## config.mk

```make
export PLATFORM = sky130hd
export DESIGN_NAME = clock_ctrl
export DESIGN_NICKNAME = d
export VERILOG_FILES = /design/src/rtl/clock_ctrl_pkg.sv /design/src/rtl/clock_ctrl_btn_debounce.sv /design/src/rtl/clock_ctrl.sv
export SDC_FILE = /design/constraint.sdc
export NUM_CORES = 1
export LEC_CHECK = 0
export ABC_CLOCK_PERIOD_IN_PS = 1600
export CAP_MARGIN = 20
export CORE_MARGIN = 3
export CORE_UTILIZATION = 30
export CTS_BUF_LIST = sky130_fd_sc_hd__clkbuf_8
export DETAILED_ROUTE_END_ITERATION = 16
export SYNTH_ARGS = -nofsm -noshare
export SYNTH_HDL_FRONTEND = slang
export SYNTH_SLANG_ARGS = --single-unit
```

## constraint.sdc

```tcl
create_clock -name clk -period 1.6 [get_ports clk]
set_input_delay 0.16 -clock clk [delete_from_list [all_inputs] [get_ports clk]]
set_output_delay 0.16 -clock clk [all_outputs]
set_load 0.005 [all_outputs]
```

## src/rtl/clock_ctrl_pkg.sv

```systemverilog
// Shared types and default parameters for the run/step/halt clock-enable controller.
package clock_ctrl_pkg;

    typedef enum logic [1:0] {
        S_STEP = 2'd0,
        S_RUN  = 2'd1,
        S_HALT = 2'd2
    } clk_state_t;

    localparam int RUN_DIV_DEF    = 4;
    localparam int DIV_W_DEF      = 24;
    localparam int DEB_CYCLES_DEF = 8;
    localparam int TICK_W_DEF     = 16;

endpackage

```

## src/rtl/clock_ctrl_btn_debounce.sv

```systemverilog
// Pushbutton conditioner: 2-FF synchroniser, stability filter, clean level and rise pulse.
module btn_debounce
    import clock_ctrl_pkg::*;
#(
    parameter int DEB_CYCLES = DEB_CYCLES_DEF
) (
    input  logic clk,
    input  logic rst_n,
    input  logic btn_raw,
    output logic level,
    output logic rise
);

    localparam int CNT_W = $clog2(DEB_CYCLES);
    localparam logic [CNT_W-1:0] CNT_LAST = CNT_W'(DEB_CYCLES - 1);

    logic             sync1_q, sync2_q;
    logic             level_q, level_d;
    logic             rise_q, rise_d;
    logic [CNT_W-1:0] cnt_q, cnt_d;

    // cnt_q counts consecutive synced samples that disagree with the accepted level
    always_comb begin
        level_d = level_q;
        rise_d  = 1'b0;
        cnt_d   = cnt_q;
        if (sync2_q == level_q) begin
            cnt_d = '0;
        end else if (cnt_q == CNT_LAST) begin
            level_d = sync2_q;
            rise_d  = sync2_q;
            cnt_d   = '0;
        end else begin
            cnt_d = cnt_q + CNT_W'(1);
        end
    end

    always_ff @(posedge clk or negedge rst_n) begin
        if (!rst_n) begin
            sync1_q <= 1'b0;
            sync2_q <= 1'b0;
            level_q <= 1'b0;
            rise_q  <= 1'b0;
            cnt_q   <= '0;
        end else begin
            sync1_q <= btn_raw;
            sync2_q <= sync1_q;
            level_q <= level_d;
            rise_q  <= rise_d;
            cnt_q   <= cnt_d;
        end
    end

    assign level = level_q;
    assign rise  = rise_q;

endmodule

```

## src/rtl/clock_ctrl.sv

```systemverilog
// Run/step/halt controller producing the CPU clock-enable pulse.
// Optional tick counter enabled by defining CLOCK_CTRL_TICK_CNT_EN.
module clock_ctrl
    import clock_ctrl_pkg::*;
#(
    parameter int RUN_DIV    = RUN_DIV_DEF,
    parameter int DIV_W      = DIV_W_DEF,
    parameter int DEB_CYCLES = DEB_CYCLES_DEF,
    parameter int TICK_W     = TICK_W_DEF
) (
    input  logic              clk,
    input  logic              rst_n,
    input  logic              run_mode,
    input  logic              step_btn,
    input  logic              halt,
    input  logic              resume,
    output logic              clk_en,
    output logic              halted,
    output logic              run_active,
    output logic [TICK_W-1:0] tick_count
);

    localparam logic [DIV_W-1:0] DIV_LAST = DIV_W'(RUN_DIV - 1);

    logic             run_sync1_q, run_sync2_q;
    logic             btn_level, btn_rise;
    clk_state_t       state_q, state_d;
    logic [DIV_W-1:0] div_q, div_d;
    logic             clk_en_q, clk_en_d;
    logic             halted_q, halted_d;
    logic             run_active_q, run_active_d;
    logic             fire;

    btn_debounce #(
        .DEB_CYCLES (DEB_CYCLES)
    ) u_btn (
        .clk     (clk),
        .rst_n   (rst_n),
        .btn_raw (step_btn),
        .level   (btn_level),
        .rise    (btn_rise)
    );

    // halt outranks a mode change, which outranks any pulse due this cycle
    always_comb begin
        state_d = state_q;
        div_d   = div_q;
        fire    = 1'b0;
        if (halt) begin
            state_d = S_HALT;
            div_d   = '0;
        end else begin
            case (state_q)
                S_STEP: begin
                    if (run_sync2_q) begin
                        state_d = S_RUN;
                        div_d   = '0;
                    end else if (btn_rise && btn_level) begin
                        fire = 1'b1;
                    end
                end
                S_RUN: begin
                    if (!run_sync2_q) begin
                        state_d = S_STEP;
                        div_d   = '0;
                    end else if (div_q == DIV_LAST) begin
                        fire  = 1'b1;
                        div_d = '0;
                    end else begin
                        div_d = div_q + DIV_W'(1);
                    end
                end
                S_HALT: begin
                    if (resume) begin
                        state_d = run_sync2_q ? S_RUN : S_STEP;
                        div_d   = '0;
                    end
                end
                default: begin
                    state_d = S_STEP;
                    div_d   = '0;
                end
            endcase
        end
        clk_en_d     = fire;
        halted_d     = (state_d == S_HALT);
        run_active_d = (state_d == S_RUN);
    end

    always_ff @(posedge clk or negedge rst_n) begin
        if (!rst_n) begin
            run_sync1_q  <= 1'b0;
            run_sync2_q  <= 1'b0;
            state_q      <= S_STEP;
            div_q        <= '0;
            clk_en_q     <= 1'b0;
            halted_q     <= 1'b0;
            run_active_q <= 1'b0;
        end else begin
            run_sync1_q  <= run_mode;
            run_sync2_q  <= run_sync1_q;
            state_q      <= state_d;
            div_q        <= div_d;
            clk_en_q     <= clk_en_d;
            halted_q     <= halted_d;
            run_active_q <= run_active_d;
        end
    end

    assign clk_en     = clk_en_q;
    assign halted     = halted_q;
    assign run_active = run_active_q;

`ifdef CLOCK_CTRL_TICK_CNT_EN
    logic [TICK_W-1:0] tick_q, tick_d;

    // counts together with the pulse so tick_count already includes a visible clk_en
    always_comb begin
        tick_d = tick_q;
        if (clk_en_d) begin
            tick_d = tick_q + TICK_W'(1);
        end
    end

    always_ff @(posedge clk or negedge rst_n) begin
        if (!rst_n) begin
            tick_q <= '0;
        end else begin
            tick_q <= tick_d;
        end
    end

    assign tick_count = tick_q;
`else
    assign tick_count = '0;
`endif

endmodule

```

==> results of run 1 <==
==> synth_stat cells (2+ instances only) <==
master / instances
sky130_fd_sc_hd__a211o_1: 3
sky130_fd_sc_hd__a211oi_1: 2
sky130_fd_sc_hd__a21o_1: 5
sky130_fd_sc_hd__a21oi_1: 4
sky130_fd_sc_hd__a22o_1: 2
sky130_fd_sc_hd__and2_1: 3
sky130_fd_sc_hd__and3_1: 6
sky130_fd_sc_hd__and4_1: 2
sky130_fd_sc_hd__buf_2: 2
sky130_fd_sc_hd__buf_4: 16
sky130_fd_sc_hd__clkbuf_1: 5
sky130_fd_sc_hd__dfrtp_1: 38
sky130_fd_sc_hd__ha_1: 3
sky130_fd_sc_hd__inv_1: 6
sky130_fd_sc_hd__nand2_1: 23
sky130_fd_sc_hd__nand2b_1: 3
sky130_fd_sc_hd__nand3_1: 16
sky130_fd_sc_hd__nand4_1: 5
sky130_fd_sc_hd__nor2_1: 18
sky130_fd_sc_hd__nor3_1: 7
sky130_fd_sc_hd__nor3b_1: 2
sky130_fd_sc_hd__nor4_1: 8
sky130_fd_sc_hd__o211a_1: 2
sky130_fd_sc_hd__o211ai_1: 3
sky130_fd_sc_hd__o21ai_0: 9
sky130_fd_sc_hd__o21ai_1: 7
sky130_fd_sc_hd__o21bai_1: 2
sky130_fd_sc_hd__o41ai_1: 2
sky130_fd_sc_hd__or2_1: 2
sky130_fd_sc_hd__or3_1: 3
sky130_fd_sc_hd__or4_1: 2
==> repair_timing <==
action,CTS,global route
resized for setup,13,18
setup endpoints to repair,23,24
buffers inserted,1,2
pin swaps,3,17
hold endpoints to repair,16,0
hold buffers,1,0
==> worst max-delay path, delay by kind of cell, from the launching register on <==
kind / cells / cell delay (ps)
AO/OA/AOI/OAI: 3 / 530
AND/OR/NAND/NOR: 2 / 520
flip-flops: 1 / 430
buffers and inverters: 1 / 170
==> layout by cell type, fill, tap and decap left out, types with 5 or more instances in the layout <==
| master | Yosys | routed |
|---|---|---|
| sky130_fd_sc_hd__o21ai_0 | 9 | 8 |
| sky130_fd_sc_hd__nor3_1 | 7 | 6 |
| sky130_fd_sc_hd__and3_1 | 6 | 5 |
| sky130_fd_sc_hd__buf_6 | 0 | 6 |
| sky130_fd_sc_hd__inv_1 | 6 | 6 |
| sky130_fd_sc_hd__o21ai_1 | 7 | 7 |
| sky130_fd_sc_hd__conb_1 | 1 | 16 |
| sky130_fd_sc_hd__nand3_1 | 16 | 12 |
| sky130_fd_sc_hd__nand4_1 | 5 | 5 |
| sky130_fd_sc_hd__a21o_1 | 5 | 5 |
| sky130_fd_sc_hd__dfrtp_1 | 38 | 34 |
| sky130_fd_sc_hd__clkbuf_8 | 0 | 5 |
| sky130_fd_sc_hd__buf_4 | 16 | 50 |
| sky130_fd_sc_hd__nor2_1 | 18 | 15 |
| sky130_fd_sc_hd__nand2_1 | 23 | 22 |
| sky130_fd_sc_hd__clkdlybuf4s50_1 | 0 | 7 |
==> through the flow <==
step | power [mW] | area [um2] | TNS [ps] | utilization | std cells
global placement | 1.255 | 2648 | -4043 | 0.4076 | 360
finish | 2.232 | 2938 | -1536 | 0.4523 | 371
global route | 2.348 | 2938 | -3648 | 0.4523 | 371
floorplan | 1.180 | 2152 | -97.59 | - | 240
detailed placement | 1.267 | 2648 | -4854 | 0.4076 | 360
CTS | 2.262 | 2856 | -1445 | 0.4398 | 370
==> registers in the layout, indices dropped and copies added, names as in the netlist <==
name,count
halted,1
u_btn.sync2_q,1
clk_en,1
u_btn.sync1_q,1
u_btn.level,1
run_sync2_q,1
div_q,24
run_sync1_q,1
state_q,2
u_btn.rise,1
u_btn.cnt_q,3
run_active,1
==> worst min-delay path by stage <==
stage | startpoint | end | slack, ps | cells past startpoint
final | step_btn | u_btn.sync1_q | 300 | 1
after global routing | step_btn | u_btn.sync1_q | 290 | 1
after CTS | step_btn | u_btn.sync1_q | 300 | 1
after detailed placement | rst_n | state_q[1] | 130 | 1
after global placement | rst_n | state_q[1] | 120 | 1
after floorplan | rst_n | clk_en | -140 | 0
==> kinds of logic after synthesis <==
group	synth area share
AOI/OAI and AO/OA	0.1544
xor gates and xnor gates	0.004256
adders and majority gates	0.01824
buffers and inverters	0.08329
DFF	0.4620
other	0.001822
and+or+nand+nor	0.2760
==> area by class of cell <==
cell class	count	area, um2
Multi-Input combinational cell	173	1117
Inverter	6	22.52
Clock inverter	3	68.82
Tap cell	77	96.34
Timing Repair Buffer	69	608.1
Sequential cell	38	955.9
Clock buffer	5	68.82
Fill cell	607	3557
==> report_power, final <==
part / total [mW] / internal (mW) / switching, mW
Sequential: 1.05 / 1.01 / 0.0360
Clock: 0.984 / 0.625 / 0.359
Combinational: 0.201 / 0.0968 / 0.104
==> routing by layer <==
metal	up-vias	part of all wire	wire, um
met3	6	0.025	125
met1	921	0.45	2268
met2	37	0.51	2597
met4	0	0.015	74
li1	917	-	-
met5	-	0	0
==> impl.org, run 1 <==
** Critical path
- The worst register-to-register path ends at div_q[17].
- STA classifies the critical path endpoint as a flip-flop.
- Worst-path maximum fanout :: 22
- CP startpoint kind :: flip-flop
- R2R depth :: 6
- Critical path origin :: div_q[14]
- Endpoint required time on the critical path :: 1780 ps
- Critical Path AT :: 1950 ps
- The worst setup path is of the reg -> reg kind.
- The startpoint identified for the worst register-to-register timing path is div_q[14].
- The largest single stage delay on the critical path is 430 ps.
- Standard cell with the maximum stage delay on the critical path :: sky130_fd_sc_hd__dfrtp_1
- End point of the critical path :: div_q[17]
- The signal on the critical path passes through nor4_2 -> nand4_1 -> o21ai_2 -> buf_12 -> a211oi_1 -> a211o_1.
- In this run the register-to-register setup slack is -160 ps.

** Placement
- Worst setup slack before clock tree synthesis :: -273.8 ps
- Summed over all nets, the half-perimeter wirelength after detailed placement is 3611 um.
- Placer congestion estimate :: 0.7678
- Count of input and output buffers :: 8

** Cells and area
- At the end of the flow, the number of nets in the layout was 302.
- 0 antenna diodes ended up in the layout.
- Area added between synthesis and finish :: 42.74%
- In the final layout, the share of cells above drive strength 1 is 0.3367.

** CTS
- CTS placed an instance of sky130_fd_sc_hd__clkbuf_8 at the clock tree root.
- Number of clock sinks :: 38
- TritonCTS built the clock tree.
- Counting along the longest clock path gives a buffer depth of 2.
- TritonCTS created 5 clock buffers.
- H-tree depth reported by CTS :: 2
- After clock tree synthesis, the clock-pin slew on the worst setup and hold paths is 80 ps.
- For the worst-skew pair, the clock arrives at the later sink with an insertion delay of 290 ps.

** Route
- Router iterations before antenna repair :: 4
- After detailed routing, the number of remaining DRC violations is 0.
- Routed wire length per instance :: 13.65 um
- Vias :: 1881
- Starting DRT DRC Count :: 95
- Drt via density :: 5.070
- Once detail routing completed, the nets flagged for antenna violations numbered 0.
- The routed design has 5065 um of wire.

** STA
- In the finished design, the share of the clock period the worst path needs comes to 1.101.
- The final-report max-slew violation count was 0.
- Across all setup checks in the final design, the least slack found is -161.6 ps.
- Worst hold slack :: 303.8 ps
- Finish-stage setup viols :: 16
- Min cycle time layout :: 1762 ps
- The number of hold violations in the final report came to 0.
- Final worst clock skew :: 5.508 ps
- Timing would allow up to 0.5677 GHz.
- Setup repair after global routing missed its margin :: yes

** Global routing
- The number of global-route vias before repair was 1804.
- Overall routing resource usage :: 0.1336
- The first global-routing pass estimated 8266 um of wire.
- After global routing, the most crowded layer is met2.
- Met3 Resource Use GR :: 0.01397
- Antenna violations before repair :: 0
- Met2 track utilization from global routing :: 0.2287
- Entering global routing, the biggest net connects 23 pins.
- Remaining global-route overflow :: 0
- For this run, global-route usage on met1 was measured as 0.1748.

** Floorplan
- Starting density of the core :: 0.3169
- Area of the core region :: 6495 um2
- The die is 88.83 um tall.
- The floorplan has 29 rows.
- # IOs :: 25
- Total Die Area :: 7891 um2
- Die Wd :: 88.83 um

** Synth
- In the synthesized netlist the async set-or-reset flop fraction comes to 1.000.
- For this run, the leading register cell type out of synthesis is sky130_fd_sc_hd__dfrtp_1.
- sky130_fd_sc_hd__dfrtp_1 takes more of the synthesized area than any other cell.
- Number of flops mapped to enable cells by yosys :: 0
- Number of synthesized register bits :: 38
- Synthesis produced 225 cells.
- Number of synthesis warnings :: 0
- After synthesis, the netlist uses 45 different library cells.
- Avg Cell Area, Syn :: 9.148 um2
- The share of synthesized area in the top cell type comes to 0.4620.
- After synthesis, the cell types taking the most area are sky130_fd_sc_hd__dfrtp_1, sky130_fd_sc_hd__buf_4, sky130_fd_sc_hd__nand2_1.
- Post-synthesis instance area :: 2058 um2
- Of the synthesized area, sequential elements account for 0.4620.

** Run status
- Outcome :: finished, violations left
- The final reports fail on setup timing.

** Worst hold path
- In this run the worst hold path is classified as in -> reg.

** Power
- Worst ir drop on vdd :: 0.3138 mV
- Cell Pwr Density :: 759.7 nW/um2
- Leak Pwr :: 1.428 nW

** Flow run
- Across the run, the number of max-cap violations was 0.
(Power assumes the default switching activity.)
==> run 2, diff against run 1 <==
--- a/config.mk
+++ b/config.mk
@@ -6,7 +6,6 @@
 export NUM_CORES = 1
 export LEC_CHECK = 0
 export ABC_CLOCK_PERIOD_IN_PS = 1600
-export CAP_MARGIN = 20
 export CORE_MARGIN = 3
 export CORE_UTILIZATION = 30
 export CTS_BUF_LIST = sky130_fd_sc_hd__clkbuf_8
==> results of run 2 <==
Same layout as run 1: the final DEF is identical, and so are final timing and power.
==> run 3, diff against run 2 <==
--- a/config.mk
+++ b/config.mk
@@ -7,9 +7,10 @@
 export LEC_CHECK = 0
 export ABC_CLOCK_PERIOD_IN_PS = 1600
 export CORE_MARGIN = 3
-export CORE_UTILIZATION = 30
+export CORE_UTILIZATION = 52
 export CTS_BUF_LIST = sky130_fd_sc_hd__clkbuf_8
 export DETAILED_ROUTE_END_ITERATION = 16
+export PLACE_DENSITY = 0.78
 export SYNTH_ARGS = -nofsm -noshare
 export SYNTH_HDL_FRONTEND = slang
 export SYNTH_SLANG_ARGS = --single-unit
==> run 3 against run 2 <==
  * The flow still finishes with violations (setup timing)
  * Largest power group unchanged
  * Clock skew is 1.4 ps higher
  * Final area is 2.6% higher
  * Worst hold slack better by 6.9 ps
  * Critical endpoint is now div_q[19]
  * Cell count is 4.9% lower
  * Total power is 8.3% lower
  * Largest cell class unchanged
  * Highest routed layer unchanged
  * Combinational power hardly changed
==> impl.org, run 3 (synthesis results as in run 1) <==
** STA
- Setup repair after global routing could not meet its margin everywhere.
- Final worst clock skew :: 6.894 ps (+1.386 ps)
- Worst path setup slack after routing :: -274.2 ps (-112.6 ps)
- Number of hold violations in the final report :: 0 (unchanged)
- Min cycle time layout :: 1874 ps (+112.6 ps)
- Achievable Freq :: 0.5336 GHz (-6.0%)
- The setup-violating endpoint count in the final report came to 22 (+6).
- The final cycle utilization of the critical path is 1.171 (+0.07037).
- The final-report max-slew violation count came to 0 (unchanged).
- The total negative slack for setup checks is -3129 ps (-1593 ps).

** Critical path
- Endpoint of the lowest-slack register-to-register path :: div_q[19]
- R2R depth :: 6 (unchanged)
- Number of cells on the critical path :: 6 (unchanged)
- End point of the critical path :: div_q[19]
- Largest stage delay on the critical path :: 520 ps (+90 ps)
- Worst reg2reg path startpoint :: div_q[14]
- Cells along the critical path :: buf_4 -> nand4_1 -> or4_4 -> o21ai_0 -> or2_1 -> nand2_1
- STA classifies the critical path startpoint as a flip-flop.
- STA classifies the critical path endpoint as a flip-flop.
- The required time reported for the critical path endpoint was 1780 ps (about the same).
- The worst setup path is of the reg -> reg kind.
- Among all stages on the critical path, the largest delay is contributed by sky130_fd_sc_hd__or4_4.
- The number of buffers and inverters on the critical path came to 1 (unchanged).
- The worst setup slack for register-to-register paths was -270 ps (-110 ps).
- The critical path starts at div_q[14].
- Worst-path maximum fanout :: 5 (-77%)
- Broken down by cell family, the worst path's largest delay share belongs to simple AND/OR/NAND/NOR gates.
- Critical Path AT :: 2050 ps (+100 ps)

** Cells and area
- Most frequent cells in the layout :: sky130_fd_sc_hd__buf_4, sky130_fd_sc_hd__dfrtp_1, sky130_fd_sc_hd__nand2_1
- Multi-input gate area :: 1176 um2 (+5.3%)
- In the final layout, the registers with the most flip-flops are div_q x24, u_btn.cnt_q x3, state_q x2.
- The number of standard cells in the final layout excluding fillers came to 353 (-4.9%).
- div_q holds more flip-flops than any other register.
- Max FFs per register :: 24 (unchanged)
- The number of fillers in the final layout is 219 (-64%).
- Flip-flop and latch area :: 954.7 um2 (-0.13%)
- Leaving out fill and tap cells, the most frequent cell in the layout is sky130_fd_sc_hd__buf_4.
- Layout cells sized above 1 :: 0.3902 (+0.05343)
- # diodes :: 0 (unchanged)
- Compared with the post-synthesis result, the final layout area differs by 46.44%.
- The final layout net count was 313 (+3.6%).

** Worst hold path
- The min-delay analysis places its worst path in the category in -> reg.

** Route
- The wire length after detailed routing is 6491 um (+28%).
- The iteration-0 DRC count of the detailed router was 198 (+110%).
- The detailed-route via count came to 2078 (+10%).
- Count of unresolved DRC violations after routing :: 0 (unchanged)
- The detailed-router iteration count before antenna repair is 4 (unchanged).
- Drt via density :: 5.887 (+16%)
- The number of routed nets with antenna violations is 0 (unchanged).
- The average wire per cell in the routed design is 18.39 um (+35%).

** Placement
- The total placed cells including tap cells came to 336 (-6.7%).
- The worst setup slack before clock tree synthesis came to -304.7 ps (-30.91 ps).
- Estimated wirelength of the detail-placed design :: 3694 um (+2.3%)
- Placer congestion estimate :: 0.8401 (+9.4%)
- Count of input and output buffers :: 8 (unchanged)

** CTS
- The post-CTS clock slew at the launch and capture registers of the worst setup and hold paths is 70 ps (about the same).
- TritonCTS built the clock tree.
- CTS root buf :: sky130_fd_sc_hd__clkbuf_8
- The count of clock tree sinks was 38 (unchanged).
- The maximum clock insertion buffer count is 2 (unchanged).
- H-tree depth reported by CTS :: 2 (unchanged)
- Clock latency on the worst-skew pair :: 290 ps (about the same)
- The total CTS buffers is 5 (unchanged).

** Floorplan
- Starting density of the core :: 0.5498 (+0.2329)
- The standard cell core area came to 3744 um2 (-42%).
- The die width is 68.92 um (-22%).
- # IOs :: 25 (unchanged)
- The die height was 68.92 um (-22%).
- The floorplan row count came to 22 (-24%).
- The area of the die was 4749 um2 (-40%).

** Global routing
- The aggregate global routing overflow was 0 (unchanged).
- Grt met1 use :: 0.3080 (+0.1332)
- Most heavily used metal layer in global routing :: met2
- The met2 usage in global routing is 0.4500 (+0.2213).
- The pin count of the biggest net entering global routing was 39 (+70%).
- The initial antenna violation count was 0 (unchanged).
- Met3 Resource Use GR :: 0.05024 (+0.03628)
- The first-pass GRT wire length is 8880 um (+7.4%).
- The number of global-route vias before repair was 1988 (+10%).
- Overall routing resource usage :: 0.2536 (+0.1200)

** Power
- Leak Pwr :: 1.518 nW (+6.2%)
- Worst ir drop on vdd :: 0.8096 mV (+160%)
- Final Power :: 2.046 mW (-8.3%)
- The total power density per cell area was 678.7 nW/um2 (-11%).

** Run status
- The checks that failed: setup timing.
- Outcome :: finished, violations left

** Flow run
- The number of max-cap violations is 0 (unchanged).
run 3: repair_timing:
action                                  in CTS  in global routing
endpoints found under the setup margin      23                 25
hold buffers                                 1                  0
pin swaps                                   20                 20
buffers inserted                             4                  6
resized for setup                           24                 27
hold endpoints to repair                    38                  0
run 3: cell type report:
type | count | share of cell area
clock inverter | 3 | 0.01328
tap | 48 | 0.01993
multi-input combinational | 173 | 0.3902
sequential | 38 | 0.3167
timing repair buffer | 80 | 0.2296
clock buffer | 5 | 0.02283
inverter | 6 | 0.007472
run 3: metrics by stage:
stage	hold WS (ps)	instance area, um2	utilization
detailed placement	236.4	2624	0.7009
CTS	308.9	2858	0.7634
floorplan	-135.6	2152	-
global route	302.5	3014	0.8051
global placement	231.3	2624	0.7009
finish	310.7	3014	0.8051
run 3: report_power, final:
| part | switching (mW) | internal, mW |
|---|---|---|
| Clock | 0.341 | 0.459 |
| Combinational | 0.106 | 0.0912 |
| Sequential | 0.0375 | 1.01 |
run 3: how the worst min path moves through the flow:
stage / start / endpoint / slack, ps / depth (start not counted)
after floorplan: rst_n / clk_en / -140 / 0
after global placement: rst_n / state_q[0] / 230 / 2
after detailed placement: rst_n / state_q[0] / 240 / 2
after CTS: step_btn / u_btn.sync1_q / 310 / 1
after global routing: run_mode / run_sync1_q / 300 / 1
final: step_btn / u_btn.sync1_q / 310 / 1
run 3: per-layer routing:
layer	wire (um)	share of wire
met1	2489	0.38
met2	3370	0.52
met3	446	0.069
met4	184	0.028
met5	0	0
run 3: worst reg2reg max path, stage by stage (launching register included):
cell	delay [ps]
sky130_fd_sc_hd__dfrtp_1	400
sky130_fd_sc_hd__buf_4	170
sky130_fd_sc_hd__nand4_1	240
sky130_fd_sc_hd__or4_4	520
sky130_fd_sc_hd__o21ai_0	230
sky130_fd_sc_hd__or2_1	150
sky130_fd_sc_hd__nand2_1	50
